--- config.mk ---
export PLATFORM = sky130hd
export DESIGN_NAME = proc_assume_sequencer
export DESIGN_NICKNAME = d
export VERILOG_FILES = /design/src/rtl/proc_seq_pkg.sv /design/src/rtl/proc_seq_lane.sv /design/src/rtl/proc_assume_sequencer.sv
export SDC_FILE = /design/constraint.sdc
export NUM_CORES = 1
export LEC_CHECK = 0
export ABC_AREA = 1
export BUFFER_PORTS_ARGS = -buffer_cell sky130_fd_sc_hd__buf_2
export CORE_UTILIZATION = 43
export DETAILED_ROUTE_END_ITERATION = 8
export PLACE_DENSITY = 0.82
export SLEW_MARGIN = 20
export SYNTH_ARGS = -nofsm -noshare
export SYNTH_HDL_FRONTEND = slang
export SYNTH_SLANG_ARGS = --single-unit
--- constraint.sdc ---
create_clock -name clk -period 1.7 [get_ports clk]
set_input_delay 0.255 -clock clk [delete_from_list [all_inputs] [get_ports clk]]
set_output_delay 0.255 -clock clk [all_outputs]
set_load 0.05 [all_outputs]
--- src/rtl/proc_seq_pkg.sv ---
// Shared types, sizing constants and helpers for the procedural-assumption sequencer.
package proc_seq_pkg;

    localparam int MAX_LANES = 16;
    localparam int STATE_W   = 2;
    localparam int POP_W     = $clog2(MAX_LANES) + 1;

    typedef enum logic [STATE_W-1:0] {
        IDLE   = 2'd0,
        ACTIVE = 2'd1,
        DRAIN  = 2'd2
    } seq_state_e;

    function automatic logic [POP_W-1:0] popcount(input logic [MAX_LANES-1:0] v);
        logic [POP_W-1:0] n;
        n = '0;
        for (int i = 0; i < MAX_LANES; i++) begin
            n = n + POP_W'(v[i]);
        end
        return n;
    endfunction

endpackage

--- src/rtl/proc_seq_lane.sv ---
// One request lane: qualifies the raw request and registers the ack one cycle later.
module proc_seq_lane
    import proc_seq_pkg::*;
(
    input  logic clk,
    input  logic rst_n,
    input  logic req,
    input  logic mask,
    input  logic act_en,
    output logic acc,
    output logic ack
);

    assign acc = req & mask & act_en;

    always_ff @(posedge clk or negedge rst_n) begin
        if (!rst_n) begin
            ack <= 1'b0;
        end else begin
            ack <= acc;
        end
    end

endmodule

--- src/rtl/proc_assume_sequencer.sv ---
// Obligation generator: accept -> ack one cycle later -> shared done one cycle after that.
// Optional build macro PROC_SEQ_ASSERT_EN compiles in procedural concurrent assertions.
module proc_assume_sequencer
    import proc_seq_pkg::*;
#(
    parameter int NUM_LANES = 2,
    parameter int CNT_W     = 8
) (
    input  logic                 clk,
    input  logic                 rst_n,
    input  logic                 act_en,
    input  logic [NUM_LANES-1:0] lane_mask,
    input  logic [NUM_LANES-1:0] req,
    input  logic                 cnt_clr,
    output logic [NUM_LANES-1:0] ack,
    output logic                 done,
    output logic                 busy,
    output logic [STATE_W-1:0]   state,
    output logic [CNT_W-1:0]     acc_cnt,
    output logic                 cnt_ovf
);

    // Sum is at least CNT_W+1 bits, widened further so a full popcount never wraps.
    localparam int SUM_W = (CNT_W + 1 > POP_W + 1) ? CNT_W + 1 : POP_W + 1;
    localparam logic [SUM_W-1:0] CNT_MAX = {{(SUM_W - CNT_W){1'b0}}, {CNT_W{1'b1}}};

    logic [NUM_LANES-1:0] acc;
    logic [MAX_LANES-1:0] acc_ext;
    logic [POP_W-1:0]     acc_pop;
    logic [SUM_W-1:0]     cnt_sum;
    seq_state_e           state_q;
    seq_state_e           state_d;

    for (genvar i = 0; i < NUM_LANES; i++) begin : g_lane
        proc_seq_lane u_lane (
            .clk    (clk),
            .rst_n  (rst_n),
            .req    (req[i]),
            .mask   (lane_mask[i]),
            .act_en (act_en),
            .acc    (acc[i]),
            .ack    (ack[i])
        );
    end

    always_ff @(posedge clk or negedge rst_n) begin
        if (!rst_n) begin
            done <= 1'b0;
        end else begin
            done <= |ack;
        end
    end

    assign busy  = (|ack) | done | (|acc);
    assign state = state_q;

    always_ff @(posedge clk or negedge rst_n) begin
        if (!rst_n) begin
            state_q <= IDLE;
        end else begin
            state_q <= state_d;
        end
    end

    // State only tracks activation; in-flight acks/done drain regardless of it.
    always_comb begin
        state_d = state_q;
        case (state_q)
            IDLE: begin
                if (act_en) state_d = ACTIVE;
            end
            ACTIVE: begin
                if (!act_en) state_d = busy ? DRAIN : IDLE;
            end
            DRAIN: begin
                if (act_en)     state_d = ACTIVE;
                else if (!busy) state_d = IDLE;
            end
            default: state_d = IDLE;
        endcase
    end

    always_comb begin
        acc_ext                = '0;
        acc_ext[NUM_LANES-1:0] = acc;
    end

    assign acc_pop = popcount(acc_ext);
    assign cnt_sum = SUM_W'(acc_cnt) + SUM_W'(acc_pop);

    always_ff @(posedge clk or negedge rst_n) begin
        if (!rst_n) begin
            acc_cnt <= '0;
            cnt_ovf <= 1'b0;
        end else if (cnt_clr) begin
            acc_cnt <= '0;
            cnt_ovf <= 1'b0;
        end else if (cnt_sum > CNT_MAX) begin
            acc_cnt <= '1;
            cnt_ovf <= 1'b1;
        end else begin
            acc_cnt <= cnt_sum[CNT_W-1:0];
        end
    end

`ifdef PROC_SEQ_ASSERT_EN
    always @(posedge clk) begin
        if (act_en) begin
            for (int i = 0; i < NUM_LANES; i++) begin
                assert property (@(posedge clk) disable iff (!rst_n)
                    (req[i] & lane_mask[i]) |=> ack[i] ##1 done);
            end
            assert property (@(posedge clk) disable iff (!rst_n) state != 2'd3);
        end
    end
`else
`endif

endmodule

# [After elaboration in Yosys (flattened, before gate mapping)]
# Index checks and enable logic that the tools add are counted.
# Widths: inputs -> output; s select.
[word_totals] ff_bits=14 input_bits=8 out_inout_bits=15 word_cells=35
[op_classes] addsub=2 order_cmp=1 eq_ne=5 muxes=10 bitwise_logic=6 n_reduce_logical=5
[op_table] op="$mux 8" count=2
[op_table] op="$mux 2" count=5
[op_table] op="$add 8x2->9" count=1
[op_table] op="$gt 9x8->1 const B" count=1
[op_table] op="$pmux 2 s3" count=1
[op_table] op="$and 1x1->1" count=4
[op_table] op="$ne 2x2->1 const B" count=2
[op_table] op="$reduce_or 2->1" count=2
[op_table] op="$ne 3x3->1 const B" count=1
[op_table] op="$reduce_and 3->1" count=1
[op_table] op="$add 1x1->2" count=1
[op_table] op="$eq 2x1->1 const B" count=1
[op_table] op="$eq 2x2->1 const B" count=1
[op_table] op="$logic_not 2->1" count=1
[op_table] op="$mux 1" count=2
[op_table] op="$or 1x1->1" count=2
[op_table] op="$reduce_bool 2->1" count=1

# [Longest topological paths before layout]
# Gate-level depths: netlist of the first run.
[logic_depth] word_depth=7 mapped_depth=10

# [Hierarchy]
# A second synthesis of the first run with hierarchy kept.
[unflattened] cells_unflattened=73 area_unflattened_um2=668.1
[by_module_without_submodules] module="proc_assume_sequencer" instances=1 cells_each=65 area_per_inst_um2=590.6 seq_area_each_um2=300.3
[by_module_without_submodules] module="proc_seq_lane" instances=2 cells_each=4 area_per_inst_um2=38.8 seq_area_each_um2=25.0

# [Least setup slack after synthesis of the first run]
# Ideal clock, no wire load.
[synth_path] path_kind="reg2reg" from="reg acc_cnt[0]" to="reg acc_cnt[5]" arrival_ns=1.719 t_required_ns=1.570 path_slack_ns=-0.150 path_stages_with_launch=9 n_path_buf=0 synth_period_minus_slack_ns=1.850 cell_sequence="dfrtp_1 > fa_1 > ha_1 > nand2_2 > nor2_4 > nand2_4 > nand2_2 > nor2_1 > nor2_1"
[synth_via] elab_chain_len=4
[synth_rtl] item="start: declaration" line_no="proc_assume_sequencer.sv:19" text="output logic [CNT_W-1:0] acc_cnt,"
[synth_rtl] item="start signal: assignment" line_no="proc_assume_sequencer.sv:102" text="acc_cnt <= cnt_sum[CNT_W-1:0];"
[synth_rtl] item="$add 8x2->9 *" line_no="proc_assume_sequencer.sv:89" text="assign cnt_sum = SUM_W'(acc_cnt) + SUM_W'(acc_pop);"
[synth_rtl] item="$gt 9x8->1" line_no="proc_assume_sequencer.sv:98" text="end else if (cnt_sum > CNT_MAX) begin"
[synth_rtl] item="$mux 8 *" line_no="proc_assume_sequencer.sv:98"
[synth_rtl] item="$mux 8 *" line_no="proc_assume_sequencer.sv:95" text="end else if (cnt_clr) begin"
# Mark *: on every way between the ends. The rest lies on a longest branch, timed or not.
# A chain may end at the register's enable or synchronous reset.

# [Worst setup path after layout of the first run]
[layout_path] from="reg acc_cnt[0]" to="reg acc_cnt[6]"
# Same word-level chain as after synthesis.

==> metrics.md, run 1 <==
| Metric | Value |
|---|---|
| Status | `finished clean` |
| Core outline area | `1540 um2` |
| Most frequent cells in the layout | `22 x buf_2, 14 x inv_1, 13 x dfrtp_1, 11 x nand2_1, 8 x a21oi_1` |
| Hold_ws | `158 ps` |
| Die Span X | `43.2 um` |
| Total Routing Usage GR | `0.174` |
| Initial antenna violation count | `0` |
| CTS tree | `done` |
| Mapped Cells | `81` |
| Clock period minus worst slack | `1630 ps` |
| Post-DP HPWL | `1040 um` |
| Crit-path max cell delay | `420 ps` |
| CP Capture Type | `register` |
| Core Rows | `14` |
| Post-route ant nets | `0` |
| Distinct cells, synth | `21` |
| Final slew viol count | `0` |
| Input/output buffers | `22` |
| Post-Syn Area | `731 um2` |
| CTS root buffer | `clkbuf_4` |
| Fmax | `612 MHz` |
| Final setup fails | `0` |
| WP data required | `1910 ps` |
| Worst reg2reg setup slack | `70 ps` |
| Worst slack, placed | `-39.7 ps` |
| Final Skew | `6.02 ps` |
| Sink Count | `14` |
| Slew headroom | `0.795` |
| Starting Density | `0.474` |
| Synthesis-to-layout area growth | `23.5%` |
| DRT Pass-1 Iters | `5` |
| Inserted Diodes | `0` |
| Worst min path class | `input pin to register` |
| DRC errors left | `0` |
| GPL Wtd Cong | `0.834` |
| Mapped Avg Cell Area | `9.02 um2` |
| Worst-margin pin slew | `308 ps` |
| Syn nets | `91` |
| Crit-path cells | `fa_2, ha_2, nand2_2, inv_1, nand2_1, nand2_1, a21oi_1` |
| Number of synthesized register bits | `14` |
| Post-DR vias/cell | `5.01` |
| Total die area | `1870 um2` |
| RSZ-0062 raised after global routing | `no` |
| WP data arrival | `1840 ps` |
| First-pass GRT wire length | `2380 um` |
| Critical-path top delay cell | `dfrtp_2` |
| Clk pin slew, worst setup/hold paths | `90 ps` |
| Placed Cells incl. Taps | `117` |
| CP most frequent cell | `nand2_1` |
| Final nets | `117` |
| H-tree levels | `1` |
| VDD IR max | `0.000387 V` |
| Post-Route WL | `1410 um` |
| Clk buf depth | `2` |
| PwrDens | `788 nW/um2` |
| Layout cells sized above 1 | `0.377` |
| Largest net degree at the start of global routing | `15` |
| Insertion delay to the later sink of the worst-skew pair | `290 ps` |
| IO Count | `23` |
| Final WS setup | `66.4 ps` |
| Critical path class | `register to register` |
| Setup TNS | `0 ps` |
| Vias | `611` |
| Total global routing overflow | `0` |
| Syn. warnings | `0` |
| First-iteration detailed-routing DRC count | `14` |
| Final hold viol count | `0` |
| Max-cap viol count | `0` |
| Number of global-route vias before repair | `604` |
| CTS Buf Count | `3` |
| Sequential-to-total area share from yosys stat | `0.479` |
| CP startpoint kind | `register` |
| Period utilization | `0.961` |
| Post-route insts no fill | `122` |
| Most common cell after layout, fill and taps aside | `buf_2` |
| CP max FO | `5` |
| Drt wl/cell | `11.5 um` |
| Leakage | `0.490 nW` |
| DIE HEIGHT | `43.2 um` |
| Post-CTS Setup Inserts | `0` |
[cell families after synthesis]
| family | after synthesis | share of synthesized area |
|---|---|---|
| compound gates | 12 | 0.0925 |
| xor+xnor | 3 | 0.0360 |
| fa+ha+maj | 2 | 0.0445 |
| buf+inv | 18 | 0.103 |
| flops | 14 | 0.479 |
| simple gates | 32 | 0.245 |
[what timing repair did]
| action | 4_1_cts | 5_1_grt |
|---|---|---|
| setup endpoints to repair | 0 | 1 |
| hold buffers | 1 | 0 |
| endpoints found under the hold margin | 14 | 0 |
| resized for setup | 0 | 1 |
[Yosys cell counts]
cell type,count,area share
a21oi_1,8,0.055
dfrtp_1,14,0.48
nor2_1,5,0.026
xor2_1,1,0.012
xnor2_1,2,0.024
inv_2,1,0.0051
clkbuf_1,1,0.0051
nand3_1,5,0.034
nand2_4,1,0.015
o21bai_1,2,0.021
nand2_1,11,0.057
buf_4,2,0.021
o21ai_1,1,0.0068
inv_1,14,0.072
nand3b_1,1,0.010
ha_1,1,0.017
nor3_1,1,0.0068
a21boi_0,1,0.010
fa_1,1,0.027
nor2_4,4,0.062
nand2_2,4,0.034
[worst max-delay path, delay by kind of cell, from the launching register on]
kind                     cells  cell delay (ps)
flip-flops                   1              420
AND/OR/NAND/NOR              3              290
AO/OA/AOI/OAI                1              180
adder cells (fa/ha/maj)      2              600
buffers and inverters        1               60
[metal layers]
layer / GRT usage / vias to the layer above / routed length (um)
met3: 0.0255 / 2 / 79
met2: 0.301 / 25 / 712
met4: 0.109 / 0 / 17
met1: 0.195 / 287 / 598
li1: - / 297 / -
met5: 0 / - / 0
[per-stage QoR]
| step | cell area (um2) | total power [mW] | util |
|---|---|---|---|
| after detailed placement | 853 | 0.470 | 0.554 |
| after global placement | 853 | 0.466 | 0.554 |
| after CTS | 900 | 0.710 | 0.584 |
| final | 902 | 0.711 | 0.585 |
| after global routing | 902 | 0.732 | 0.585 |
| after floorplan | 734 | 0.437 | - |
[power by group]
| part | total (mW) | internal (mW) | switching, mW |
|---|---|---|---|
| combinational | 0.111 | 0.0296 | 0.0810 |
| sequential | 0.352 | 0.344 | 0.00813 |
| clock | 0.248 | 0.131 | 0.117 |
[layout make-up]
| class | count | area, um2 |
|---|---|---|
| Inverter | 15 | 56.3 |
| Multi-Input combinational cell | 49 | 310 |
| Tap cell | 16 | 20.0 |
| Timing Repair Buffer | 24 | 128 |
| Clock buffer | 4 | 36.3 |
| Sequential cell | 14 | 352 |
| Fill cell | 143 | 639 |
[flip-flops by register name, summed over array words and instances (netlist names)]
name / cells
cnt_ovf: 1
state: 2
done: 1
g_lane.u_lane.ack: 2
acc_cnt: 8
[final timing paths]
| path | from | to | cells after the start |
|---|---|---|---|
| hold reg to reg | g_lane[1].u_lane.ack | done | 2 |
| min in group asynchronous | rst_n | state[0] | 2 |
| max in group asynchronous | rst_n | acc_cnt[0] | 2 |
| setup reg to reg | acc_cnt[0] | acc_cnt[6] | 7 |
| hold / removal | act_en | state[1] | 2 |
| setup / recovery | acc_cnt[0] | acc_cnt[6] | 7 |
(Power assumes the default switching activity.)
==> run 2: changes to the inputs <==
--- a/config.mk
+++ b/config.mk
@@ -8,8 +8,9 @@
 export ABC_AREA = 1
 export BUFFER_PORTS_ARGS = -buffer_cell sky130_fd_sc_hd__buf_2
 export CORE_UTILIZATION = 43
+export CTS_CLUSTER_SIZE = 28
 export DETAILED_ROUTE_END_ITERATION = 8
-export PLACE_DENSITY = 0.82
+export PLACE_DENSITY = 0.72
 export SLEW_MARGIN = 20
 export SYNTH_ARGS = -nofsm -noshare
 export SYNTH_HDL_FRONTEND = slang
==> metrics.md, run 2 (synthesized netlist as in run 1, its figures left out) <==
| Metric | Value |
|---|---|
| Die Span X | `43.2 um (unchanged)` |
| IO Count | `23 (unchanged)` |
| Logic gate share of total power | `0.157 (was 0.156)` |
| Hold_ws | `170 ps (was 158 ps)` |
| VDD IR max | `0.000408 V (was 0.000387 V)` |
| Clk buf depth | `2 (unchanged)` |
| Internal | `0.504 mW (about the same)` |
| Multi-input gate area | `308 um2 (was 310 um2)` |
| Layout cells sized above 1 | `0.368 (was 0.377)` |
| Psw | `0.200 mW (was 0.206 mW)` |
| Initial antenna violation count | `0 (unchanged)` |
| Register area | `352 um2 (unchanged)` |
| Worst min path class | `input pin to register (unchanged)` |
| Final hold viol count | `0 (unchanged)` |
| Clk pin slew, worst setup/hold paths | `90 ps (about the same)` |
| Most used routing layer | `met2 (unchanged)` |
| Drt wl/cell | `11.1 um (was 11.5 um)` |
| Critical path class | `register to register (unchanged)` |
| WP data required | `1880 ps (was 1910 ps)` |
| Placed cell area | `853 um2 (unchanged)` |
| Worst slack, placed | `-39.6 ps (was -39.7 ps)` |
| Post-Route WL | `1360 um (was 1410 um)` |
| Final setup fails | `0 (unchanged)` |
| Worst-margin pin slew | `325 ps (was 308 ps)` |
| Sw Ratio | `0.284 (was 0.290)` |
| RSZ-0062 raised after global routing | `no (unchanged)` |
| Largest net degree at the start of global routing | `15 (unchanged)` |
| DRC errors left | `0 (unchanged)` |
| CP startpoint kind | `register (unchanged)` |
| Final instance area | `900 um2 (was 902 um2)` |
| Slew headroom | `0.783 (was 0.795)` |
| PwrDens | `783 nW/um2 (was 788 nW/um2)` |
| Stages on worst setup path | `8 (was 7)` |
| Total die area | `1870 um2 (unchanged)` |
| Most frequent cells in the layout | `22 x buf_2, 14 x inv_1, 13 x dfrtp_1, 11 x nand2_1, 8 x a21oi_1 (unchanged)` |
| GPL Wtd Cong | `0.813 (was 0.834)` |
| Insertion delay to the later sink of the worst-skew pair | `280 ps (was 290 ps)` |
| Post-route insts no fill | `122 (unchanged)` |
| Placed Cells incl. Taps | `117 (unchanged)` |
| First-iteration detailed-routing DRC count | `13 (was 14)` |
| Post-DR vias/cell | `4.96 (was 5.01)` |
| Final Skew | `3.83 ps (was 6.02 ps)` |
| CP max FO | `8 (was 5)` |
| Worst reg2reg setup slack | `140 ps (was 70 ps)` |
| Final core occ | `0.584 (was 0.585)` |
| CTS Buf Count | `3 (unchanged)` |
| Worst path top cell family by delay | `adder cells (unchanged)` |
| Starting Density | `0.474 (unchanged)` |
| Number of global-route vias before repair | `600 (was 604)` |
| Core Rows | `14 (unchanged)` |
| Post-cts repair resize count | `0 (unchanged)` |
| Buffers & Inverters on Critical Path | `0 (was 1)` |
| Met2 Use GR | `0.290 (was 0.301)` |
| Sequential Power Share | `0.499 (was 0.496)` |
| H-tree levels | `1 (unchanged)` |
| Post-CTS Setup Inserts | `0 (unchanged)` |
| Core outline area | `1540 um2 (unchanged)` |
| Worst hold path stage count | `2 (unchanged)` |
| M3 GR Usage | `0.0511 (was 0.0255)` |
| Overall power | `0.704 mW (was 0.711 mW)` |
| Fill cells | `144 (was 143)` |
| Sink Count | `14 (unchanged)` |
| DIE HEIGHT | `43.2 um (unchanged)` |
| Vias | `605 (was 611)` |
| CP Capture Type | `register (unchanged)` |
| Number of flip-flops in the largest register | `8 (unchanged)` |
| CTS root buffer | `clkbuf_4 (unchanged)` |
| Period utilization | `0.918 (was 0.961)` |
| Clock period minus worst slack | `1560 ps (was 1630 ps)` |
| Final slew viol count | `0 (unchanged)` |
| Post-DP HPWL | `979 um (was 1040 um)` |
| Crit-path max cell delay | `410 ps (was 420 ps)` |
| Clock share of power | `0.344 (was 0.349)` |
| Max-cap viol count | `0 (unchanged)` |
| Input/output buffers | `22 (unchanged)` |
| Post-route ant nets | `0 (unchanged)` |
| First-pass GRT wire length | `2400 um (was 2380 um)` |
| DRT Pass-1 Iters | `4 (was 5)` |
| Crit-path cells | `fa_2, ha_1, nand2_2, nor2_4, nand2_4, nand2_2, nor2_1, nor2_1 (was fa_2, ha_2, nand2_2, inv_1, nand2_1, nand2_1, a21oi_1)` |
| Leakage | `0.493 nW (was 0.490 nW)` |
| CTS tree | `done (unchanged)` |
| Biggest register | `acc_cnt (unchanged)` |
| Inserted Diodes | `0 (unchanged)` |
| Cells on worst reg2reg path | `8 (was 7)` |
| Most common cell after layout, fill and taps aside | `buf_2 (unchanged)` |
| Met1 usage in global routing | `0.205 (was 0.195)` |
| Synthesis-to-layout area growth | `23.1% (was 23.5%)` |
| WP data arrival | `1740 ps (was 1840 ps)` |
| Final nets | `117 (unchanged)` |
| Fmax | `641 MHz (was 612 MHz)` |
| Status | `finished clean (unchanged)` |
| Final WS setup | `139 ps (was 66.4 ps)` |
| Setup TNS | `0 ps (unchanged)` |
| Total Routing Usage GR | `0.178 (was 0.174)` |
| Critical-path top delay cell | `dfrtp_2 (unchanged)` |
| Total global routing overflow | `0 (unchanged)` |
[run 2: cell counts in the layout (fill, tap and decap cells not counted)]
No cell type changed its count.
[run 2: power groups by stage]
| stage | Combinational (mW) | Sequential, mW | Clock (mW) |
|---|---|---|---|
| 2_1_floorplan | 0.0455 | 0.391 | 0 |
| 3_3_place_gp | 0.109 | 0.358 | 0 |
| 3_5_place_dp | 0.109 | 0.359 | 0 |
| 4_1_cts | 0.112 | 0.352 | 0.250 |
| 5_1_grt | 0.121 | 0.353 | 0.267 |
| 6_report | 0.111 | 0.351 | 0.242 |
[run 2: timing repair]
| action | in CTS | in global routing |
|---|---|---|
| setup endpoints to repair | 0 | 2 |
| hold buffers | 1 | 0 |
| endpoints found under the hold margin | 14 | 0 |
[run 2: final timing paths]
kind,start,to
max,acc_cnt[0],acc_cnt[5]
max reg2reg,acc_cnt[0],acc_cnt[5]
min in group asynchronous,rst_n,state[1]
min,act_en,state[1]
max in group asynchronous,rst_n,acc_cnt[0]
min reg2reg,g_lane[1].u_lane.ack,done
[run 2: final cells by class]
type / count / share of cell area
Sequential cell: 14 / 0.391
Multi-Input combinational cell: 49 / 0.342
Inverter: 15 / 0.0626
Clock buffer: 4 / 0.0403
Timing Repair Buffer: 24 / 0.142
Tap cell: 16 / 0.0223
[run 2: metal layers]
layer | wire, um | share of wire
met1 | 584 | 0.43
met2 | 661 | 0.49
met3 | 99 | 0.073
met4 | 12 | 0.0088
met5 | 0 | 0
[run 2: worst register-to-register path, cell delays in order, from the launching register on]
cell,delay (ps)
dfrtp_2,410
fa_2,370
ha_1,220
nand2_2,130
nor2_4,50
nand2_4,100
nand2_2,60
nor2_1,80
nor2_1,40
==> run 3: changes to the inputs <==
--- a/config.mk
+++ b/config.mk
@@ -7,10 +7,11 @@
 export LEC_CHECK = 0
 export ABC_AREA = 1
 export BUFFER_PORTS_ARGS = -buffer_cell sky130_fd_sc_hd__buf_2
-export CORE_UTILIZATION = 43
+export CORE_UTILIZATION = 52
 export CTS_CLUSTER_SIZE = 28
 export DETAILED_ROUTE_END_ITERATION = 8
-export PLACE_DENSITY = 0.72
+export PLACE_DENSITY = 0.81
+export REMOVE_ABC_BUFFERS = 1
 export SLEW_MARGIN = 20
 export SYNTH_ARGS = -nofsm -noshare
 export SYNTH_HDL_FRONTEND = slang
==> constraint.sdc (replaced) <==
create_clock -name clk -period 1.86 [get_ports clk]
set_input_delay 0.279 -clock clk [delete_from_list [all_inputs] [get_ports clk]]
set_output_delay 0.279 -clock clk [all_outputs]
set_load 0.05 [all_outputs]
==> metrics.md, run 3 (synthesized netlist as in run 1, its figures left out) <==
| Metric | Value |
|---|---|
| GPL Wtd Cong | `0.790 (was 0.813)` |
| Worst-margin pin slew | `321 ps (was 325 ps)` |
| Most common cell after layout, fill and taps aside | `buf_2 (unchanged)` |
| Post-DR vias/cell | `5.11 (was 4.96)` |
| DIE HEIGHT | `39.5 um (was 43.2 um)` |
| Critical-path top delay cell | `fa_1 (was dfrtp_2)` |
| Placed cell area | `841 um2 (was 853 um2)` |
| Clock period minus worst slack | `1710 ps (was 1560 ps)` |
| Final setup fails | `0 (unchanged)` |
| H-tree levels | `1 (unchanged)` |
| Final slew viol count | `0 (unchanged)` |
| VDD IR max | `0.000475 V (was 0.000408 V)` |
| DRC errors left | `0 (unchanged)` |
| Sink Count | `14 (unchanged)` |
| Largest net degree at the start of global routing | `15 (unchanged)` |
| WP data arrival | `1890 ps (was 1740 ps)` |
| Vias | `608 (was 605)` |
| Period utilization | `0.920 (was 0.918)` |
| Status | `finished clean (unchanged)` |
| Core outline area | `1300 um2 (was 1540 um2)` |
| Post-CTS Setup Inserts | `0 (unchanged)` |
| Post-route ant nets | `0 (unchanged)` |
| Final hold viol count | `0 (unchanged)` |
| IO Count | `23 (unchanged)` |
| Input/output buffers | `22 (unchanged)` |
| Initial antenna violation count | `0 (unchanged)` |
| Leakage | `0.484 nW (was 0.493 nW)` |
| Number of flip-flops in the largest register | `8 (unchanged)` |
| Number of global-route vias before repair | `468 (was 600)` |
| Setup TNS | `0 ps (unchanged)` |
| Post-DP HPWL | `1040 um (was 979 um)` |
| Final nets | `116 (was 117)` |
| Core Rows | `13 (was 14)` |
| Synthesis-to-layout area growth | `19.5% (was 23.1%)` |
| First-iteration detailed-routing DRC count | `12 (was 13)` |
| Max-cap viol count | `0 (unchanged)` |
| Die Span X | `39.5 um (was 43.2 um)` |
| Final core occ | `0.671 (was 0.584)` |
| Biggest register | `acc_cnt (unchanged)` |
| Drt wl/cell | `11.7 um (was 11.1 um)` |
| Total die area | `1560 um2 (was 1870 um2)` |
| CTS Buf Count | `3 (unchanged)` |
| CP max FO | `8 (unchanged)` |
| Total global routing overflow | `0 (unchanged)` |
| Final Skew | `4.43 ps (was 3.83 ps)` |
| RSZ-0062 raised after global routing | `no (unchanged)` |
| Insertion delay to the later sink of the worst-skew pair | `280 ps (about the same)` |
| Final instance area | `873 um2 (was 900 um2)` |
| First-pass GRT wire length | `2100 um (was 2400 um)` |
| Layout cells sized above 1 | `0.337 (was 0.368)` |
| DRT Pass-1 Iters | `4 (unchanged)` |
| Worst min path class | `input pin to register (unchanged)` |
| Starting Density | `0.562 (was 0.474)` |
| Total Routing Usage GR | `0.215 (was 0.178)` |
| Post-cts repair resize count | `0 (unchanged)` |
| CTS root buffer | `clkbuf_4 (unchanged)` |
| CTS tree | `done (unchanged)` |
| Fmax | `584 MHz (was 641 MHz)` |
| CP startpoint kind | `register (unchanged)` |
| CP Capture Type | `register (unchanged)` |
| Clk pin slew, worst setup/hold paths | `80 ps (was 90 ps)` |
| Crit-path cells | `fa_1, ha_1, nand2_2, nor2_4, nand2_4, nand2_2, nor2_1, nor2_1 (was fa_2, ha_1, nand2_2, nor2_4, nand2_4, nand2_2, nor2_1, nor2_1)` |
| Clk buf depth | `2 (unchanged)` |
| PwrDens | `679 nW/um2 (was 783 nW/um2)` |
| Critical path class | `register to register (unchanged)` |
| Slew headroom | `0.786 (was 0.783)` |
| Post-Route WL | `1390 um (was 1360 um)` |
| Crit-path max cell delay | `470 ps (was 410 ps)` |
| WP data required | `2030 ps (was 1880 ps)` |
| Most frequent cells in the layout | `22 x buf_2, 14 x inv_1, 14 x dfrtp_1, 11 x nand2_1, 8 x a21oi_1 (was 22 x buf_2, 14 x inv_1, 13 x dfrtp_1, 11 x nand2_1, 8 x a21oi_1)` |
| Inserted Diodes | `0 (unchanged)` |
[run 3: repair_timing]
item,CTS,global route
endpoints found under the hold margin,14,0
endpoints found under the setup margin,0,0
hold buffers,1,0
[run 3: layer usage]
layer / vias up / track usage / wire length (um)
met5: - / 0 / 0
li1: 296 / - / -
met3: 4 / 0.0341 / 45
met1: 294 / 0.280 / 625
met2: 14 / 0.316 / 678
met4: 0 / 0.155 / 41
[run 3: layout make-up]
cell class	count	area [um2]
Clock buffer	3	22.5
Fill cell	106	428
Inverter	15	56.3
Multi-Input combinational cell	49	305
Sequential cell	14	350
Tap cell	15	18.8
Timing Repair Buffer	23	120
[run 3: where the power goes]
group / total (mW) / leakage (nW) / internal [mW] / switching, mW
Combinational: 0.102 / 0.280 / 0.0269 / 0.0749
Sequential: 0.321 / 0.190 / 0.314 / 0.00733
Clock: 0.170 / 0.0138 / 0.0751 / 0.0951
[run 3: final timing paths]
check                                startpoint          to  slack [ps]  depth (start not counted)
max                                  acc_cnt[0]  acc_cnt[5]         150                          8
min                                      act_en    state[1]         210                          2
max reg2reg                          acc_cnt[0]  acc_cnt[5]         150                          8
min reg2reg                g_lane[1].u_lane.ack        done         470                          2
max in group asynchronous                 rst_n     cnt_ovf        1200                          2
min in group asynchronous                 rst_n  acc_cnt[4]         410                          2
[run 3: metrics by stage]
stage | std cells | setup WS [ps] | hold slack (ps) | total power [mW]
2_1_floorplan | 78 | 25.0 | -16.6 | 0.393
5_1_grt | 119 | 39.7 | 215 | 0.618
3_5_place_dp | 115 | 19.0 | 186 | 0.427
6_report | 119 | 148 | 206 | 0.593
4_1_cts | 119 | 146 | 204 | 0.594
3_3_place_gp | 115 | 68.0 | 185 | 0.426
[run 3: critical path, delay by kind of cell, from the launching register on]
| family | cells | cell delay [ps] |
|---|---|---|
| AND/OR/NAND/NOR | 6 | 480 |
| flip-flops | 1 | 410 |
| adder cells (fa/ha/maj) | 2 | 710 |
